**src/rtl/vga_timing_gen.sv**
```systemverilog
// Parametrised VGA timing generator: pixel/line counters plus registered sync, blanking and end strobes.
// Optional completed-frame counter is built when VGA_TIMING_FRAME_CNT_EN is defined.
module vga_timing_gen #(
    parameter int H_ACTIVE = 800,
    parameter int H_FP     = 40,
    parameter int H_SYNC   = 128,
    parameter int H_BP     = 88,
    parameter int V_ACTIVE = 600,
    parameter int V_FP     = 1,
    parameter int V_SYNC   = 4,
    parameter int V_BP     = 23,
    parameter bit HS_POL   = 1'b1,
    parameter bit VS_POL   = 1'b1,
    parameter int CNT_W    = 11
) (
    input  logic             pclk,
    input  logic             rst,
    input  logic             en,
    output logic [CNT_W-1:0] hcount,
    output logic [CNT_W-1:0] vcount,
    output logic             hsync,
    output logic             vsync,
    output logic             hblnk,
    output logic             vblnk,
    output logic             end_of_line,
    output logic             end_of_frame,
    output logic [15:0]      frame_cnt
);

    localparam int H_TOT = H_ACTIVE + H_FP + H_SYNC + H_BP;
    localparam int V_TOT = V_ACTIVE + V_FP + V_SYNC + V_BP;

    localparam logic [CNT_W-1:0] H_LAST     = CNT_W'(H_TOT - 1);
    localparam logic [CNT_W-1:0] H_BLNK_BEG = CNT_W'(H_ACTIVE);
    localparam logic [CNT_W-1:0] H_SYNC_BEG = CNT_W'(H_ACTIVE + H_FP);
    localparam logic [CNT_W-1:0] H_SYNC_END = CNT_W'(H_ACTIVE + H_FP + H_SYNC - 1);
    localparam logic [CNT_W-1:0] V_LAST     = CNT_W'(V_TOT - 1);
    localparam logic [CNT_W-1:0] V_BLNK_BEG = CNT_W'(V_ACTIVE);
    localparam logic [CNT_W-1:0] V_SYNC_BEG = CNT_W'(V_ACTIVE + V_FP);
    localparam logic [CNT_W-1:0] V_SYNC_END = CNT_W'(V_ACTIVE + V_FP + V_SYNC - 1);

    if (H_FP == 0 || H_SYNC == 0 || H_BP == 0 || V_FP == 0 || V_SYNC == 0 || V_BP == 0) begin : g_bad_porch
        $error("vga_timing_gen: porch and sync widths must all be non-zero");
    end
    if (H_TOT > (1 << CNT_W) || V_TOT > (1 << CNT_W)) begin : g_bad_width
        $error("vga_timing_gen: CNT_W too narrow for H_TOT/V_TOT");
    end

    logic [CNT_W-1:0] r_hcount;
    logic [CNT_W-1:0] r_vcount;
    logic             r_hsync;
    logic             r_vsync;
    logic             r_hblnk;
    logic             r_vblnk;
    logic             r_eol;
    logic             r_eof;

    logic             w_h_last;
    logic             w_v_last;
    logic [CNT_W-1:0] w_hcount_nxt;
    logic [CNT_W-1:0] w_vcount_nxt;
    logic             w_hs_act;
    logic             w_vs_act;

    assign w_h_last = (r_hcount == H_LAST);
    assign w_v_last = (r_vcount == V_LAST);

    // NOTE: next-state values get a default before any branch, so no path leaves them unassigned (no latch).
    always_comb begin
        w_hcount_nxt = r_hcount + CNT_W'(1);
        w_vcount_nxt = r_vcount;
        if (w_h_last) begin
            w_hcount_nxt = '0;
            w_vcount_nxt = w_v_last ? '0 : r_vcount + CNT_W'(1);
        end
    end

    // Strobes decode the next-state counters so they land on the same edge as the count they describe.
    assign w_hs_act = (w_hcount_nxt >= H_SYNC_BEG) && (w_hcount_nxt <= H_SYNC_END);
    assign w_vs_act = (w_vcount_nxt >= V_SYNC_BEG) && (w_vcount_nxt <= V_SYNC_END);

    // NOTE: state registers use non-blocking assignment so every flop samples pre-edge values.
    always_ff @(posedge pclk) begin
        if (rst) begin
            r_hcount <= '0;
            r_vcount <= '0;
            r_hsync  <= ~HS_POL;
            r_vsync  <= ~VS_POL;
            r_hblnk  <= 1'b0;
            r_vblnk  <= 1'b0;
            r_eol    <= 1'b0;
            r_eof    <= 1'b0;
        end else if (en) begin
            r_hcount <= w_hcount_nxt;
            r_vcount <= w_vcount_nxt;
            r_hsync  <= w_hs_act ? HS_POL : ~HS_POL;
            r_vsync  <= w_vs_act ? VS_POL : ~VS_POL;
            r_hblnk  <= (w_hcount_nxt >= H_BLNK_BEG);
            r_vblnk  <= (w_vcount_nxt >= V_BLNK_BEG);
            r_eol    <= (w_hcount_nxt == H_LAST);
            r_eof    <= (w_hcount_nxt == H_LAST) && (w_vcount_nxt == V_LAST);
        end
    end

`ifdef VGA_TIMING_FRAME_CNT_EN
    logic [15:0] r_frame_cnt;

    // end_of_frame is high on exactly the enabled edge that wraps to (0,0).
    always_ff @(posedge pclk) begin
        if (rst) begin
            r_frame_cnt <= '0;
        end else if (en && r_eof) begin
            r_frame_cnt <= r_frame_cnt + 16'd1;
        end
    end

    assign frame_cnt = r_frame_cnt;
`else
    assign frame_cnt = 16'h0000;
`endif

    assign hcount       = r_hcount;
    assign vcount       = r_vcount;
    assign hsync        = r_hsync;
    assign vsync        = r_vsync;
    assign hblnk        = r_hblnk;
    assign vblnk        = r_vblnk;
    assign end_of_line  = r_eol;
    assign end_of_frame = r_eof;

endmodule

```
**config.mk**
```make
export PLATFORM = sky130hd
export DESIGN_NAME = vga_timing_gen
export DESIGN_NICKNAME = d
export VERILOG_FILES = /design/src/rtl/vga_timing_gen.sv
export SDC_FILE = /design/constraint.sdc
export NUM_CORES = 1
export LEC_CHECK = 0
export ABC_CLOCK_PERIOD_IN_PS = 3200
export BUFFER_PORTS_ARGS = -buffer_cell sky130_fd_sc_hd__buf_2
export CORE_MARGIN = 4
export CORE_UTILIZATION = 50
export CTS_BUF_LIST = sky130_fd_sc_hd__clkbuf_8
export DETAILED_ROUTE_END_ITERATION = 12
export MAX_ROUTING_LAYER = met4
export PLACE_DENSITY_LB_ADDON = 0.05
export RECOVER_POWER = 100
export SYNTH_ARGS = -nofsm -noshare
export SYNTH_HDL_FRONTEND = slang
export SYNTH_SLANG_ARGS = --single-unit
```
**constraint.sdc**
```tcl
create_clock -name pclk -period 3.2 [get_ports pclk]
set_input_delay 0 -clock pclk [delete_from_list [all_inputs] [get_ports pclk]]
set_output_delay 0 -clock pclk [all_outputs]
set_load 0.02 [all_outputs]
```
==> flow_metrics.env <==
export IMPL_synth_distinct_cells=54
export IMPL_total_leakage_power_nw=0.7317
export IMPL_power_uw=652.0
export IMPL_drc=0
export IMPL_path_max_fanout=7
export IMPL_peakVddDrop_v=0.0002579
export IMPL_vias=1833
export IMPL_drtAntennaViolNets=0
export IMPL_synth_seq_cells=28
export IMPL_clockRootBuffer="clkbuf_8"
export IMPL_antenna_found_initial=0
export IMPL_min_period_ps=2959
export IMPL_power_density_mw_per_mm2=314.5
export IMPL_worst_path_buf_inv=0
export IMPL_drive_gt1_frac=0.05797
export IMPL_worstPathCellList="ha_1 > nand4_1 > or3_1 > nor4_4 > xor2_1 > nor4_2 > nand3_1 > a311oi_1"
export IMPL_grt_max_degree=31
export IMPL_crit_required_ps=3390
export IMPL_reg2reg_setup_slack_ps=240
export IMPL_synthCells=258
export IMPL_die_y_um=70.94
export IMPL_setup_violations=0
export IMPL_start_util=0.5291
export IMPL_grt_overflow_total=0
export IMPL_cts_hold_buf=0
export IMPL_grt_setup_unrepaired="no"
export IMPL_rows=22
export IMPL_crit_end="vblnk"
export IMPL_crit_path_start="hcount[0]"
export IMPL_maxSlewHeadroom=0.6345
export IMPL_die_area_sq_mm=0.005032
export IMPL_clock_latency_ps=270
export IMPL_nFillCells=416
export IMPL_syn_area_per_cell_sq_um=7.677
export IMPL_grt_pass1_wl_um=7624
export IMPL_yosysWarnings=0
export IMPL_power_frac_seq=0.556
export IMPL_critPathTopFamily="simple AND/OR/NAND/NOR gates"
export IMPL_multi_input_area_sq_mm=0.001234
export IMPL_area_delta_synth_final_pct=4.675
export IMPL_final_core_util=0.5538
export IMPL_regArea_sq_um=560.5
export IMPL_swShare=0.2639
export IMPL_arrival_ps=3150
export IMPL_worst_pin_slew_ps=548.2
export IMPL_fin_crit_sh=0.9248
export IMPL_clockBufferDepth=2
export IMPL_detailed_place_area_sq_mm=0.002066
export IMPL_power_internal_uw=479.9
export IMPL_synth_area_sq_mm=0.001981
export IMPL_holdCritPathClass="in -> reg"
export IMPL_synth_edf_count=0
export IMPL_startpoint_type="flip-flop"
export IMPL_slowest_stage="or3_1"
export IMPL_cts_reportedPaths_clkPinSlew_ps=100
export IMPL_cp_num_cells=8
export IMPL_port_buffers=30
export IMPL_post_drt_wl_per_cell_um=14.15
export IMPL_crit_type="reg -> reg"
export IMPL_rr_startpoint="hcount[0]"
export IMPL_p_sw_uw=172.1
export IMPL_cts_tree="built"
export IMPL_p_comb_frac=0.102
export IMPL_status="complete, no violations"
export IMPL_fin_skew_ps=4.686
export IMPL_drt_iter0_markers=104
export IMPL_maxCapViolCount=0
export IMPL_fp_dieW_um=70.94
export IMPL_ioPinCount=47
export IMPL_clkPwrFrac=0.342
export IMPL_crit_path_max_incr_delay_ps=530
export IMPL_diodes=0
export IMPL_cts_inserted_buffers=3
export IMPL_final_setup_tns_ps=0
export IMPL_slew_violations=0
export IMPL_dpl_hpwl_um=3259
export IMPL_synth_flop_cell="dfxtp_1"
export IMPL_track_usage=0.1871
export IMPL_cts_resized_gates=0
export IMPL_grt_pass1_vias=1545
export IMPL_fp_coreArea_sq_mm=0.003744
export IMPL_drt_first_pass_iters=4
export IMPL_final_cell_area_sq_mm=0.002073
export IMPL_postCtsSetupRepairBufs=0
export IMPL_max_freq_mhz=337.9
export IMPL_async_reset_ff_frac=0
export IMPL_wirelength_um=4584
export IMPL_via_per_inst=5.657
export IMPL_clock_sinks=28
export IMPL_globalplace_congestion=0.9190
export IMPL_r2r_cells=8
export IMPL_nNetsFinal=283
export IMPL_cp_end_kind="flip-flop"
export IMPL_r2r_end="vblnk"
export IMPL_h_tree_depth=1
export IMPL_seq_area_frac_synth=0.2830
export IMPL_hold_violations=0
-- state kept, by name (all words and copies together), names as in the netlist --
| signal | cells |
|---|---|
| end_of_frame | 1 |
| end_of_line | 1 |
| hblnk | 1 |
| hcount | 11 |
| hsync | 1 |
| vblnk | 1 |
| vcount | 11 |
| vsync | 1 |
-- cell families (layout without fill, tap and decap cells) --
group	Yosys count	after routing	synth area share
adder cells (fa/ha/maj)	3	3	0.01895
multiplexers	3	3	0.01579
buffers and inverters	41	44	0.1162
AND/OR/NAND/NOR	114	114	0.3184
XOR/XNOR	16	16	0.07455
AO/OA/AOI/OAI	52	52	0.1712
flip-flops	28	28	0.2830
other	1	16	0.001893
-- layout by cell type, fill, tap and decap left out, types with 2 or more instances in the layout --
master,count
buf_4,3
o21ai_0,8
a211oi_1,6
o32ai_1,2
and3_1,8
buf_2,2
dfxtp_1,28
or4_1,2
ha_1,3
nand2_1,20
conb_1,16
a31oi_1,4
nor3_1,9
and2_1,2
and4_1,4
nand4_1,7
nor2_1,32
a21oi_1,16
nor4b_1,2
xor2_1,7
a211o_1,2
o22ai_1,2
clkbuf_8,4
nand3_1,12
clkbuf_1,28
mux2i_1,2
o41ai_1,2
or3_1,4
inv_1,6
xnor2_1,9
-- cell type report --
type                       count  share of cell area
inverter                       7             0.01267
clock buffer                   4             0.02655
timing repair buffer          33             0.06638
multi-input combinational    204              0.5950
sequential                    28              0.2704
tap                           48             0.02897
-- power groups by stage --
stage / registers (mW) / logic (mW) / clock network [mW]
after CTS: 0.362 / 0.0681 / 0.232
after floorplan: 0.376 / 0.0606 / 0
final: 0.363 / 0.0663 / 0.223
after detailed placement: 0.370 / 0.0679 / 0
after global routing: 0.364 / 0.0732 / 0.251
after global placement: 0.370 / 0.0682 / 0
-- per-stage QoR --
stage | std cells | hold slack [ps] | worst slack [ps]
after global routing | 324 | 209.0 | 99.85
after floorplan | 273 | 293.6 | 483.4
final | 324 | 184.2 | 240.6
after CTS | 324 | 205.4 | 338.5
after global placement | 320 | 432.6 | 465.0
after detailed placement | 320 | 431.6 | 379.7
-- cell usage after synthesis, types with 2 or more instances --
master,n,share of area
and4_1,4,0.018
ha_1,3,0.019
and3_1,8,0.025
o22ai_1,2,0.0063
clkbuf_1,12,0.023
nand2_1,20,0.038
a211oi_1,6,0.023
buf_2,4,0.010
and2_1,3,0.0095
a21oi_1,16,0.040
a31oi_1,4,0.013
nor2_1,32,0.061
or4_1,2,0.0076
dfxtp_1,28,0.28
xor2_1,6,0.027
xnor2_1,9,0.040
inv_1,6,0.011
or3_1,3,0.0095
nor4b_1,2,0.0088
nand4_1,7,0.022
buf_4,17,0.064
o21ai_0,8,0.020
o41ai_1,2,0.0088
nor3_1,9,0.023
nand3_1,12,0.030
mux2i_1,2,0.010
a211o_1,2,0.0088
o32ai_1,2,0.0088
or3_4,2,0.011
-- worst min path at each step --
stage	startpoint	end	slack, ps	depth (start not counted)
after global routing	rst	vcount[7]	210	2
after floorplan	rst	end_of_frame	290	4
after detailed placement	hblnk	hblnk	430	1
final	rst	hcount[6]	180	2
after global placement	hblnk	hblnk	430	1
after CTS	rst	vcount[10]	210	2
-- layer usage --
metal  wire length [um]  global-route usage
met1               2356              0.2877
met2               1872              0.2616
met3                333             0.02983
met4                 22             0.02505
met5                  0                   -
Power figures use the tool's default switching activity.
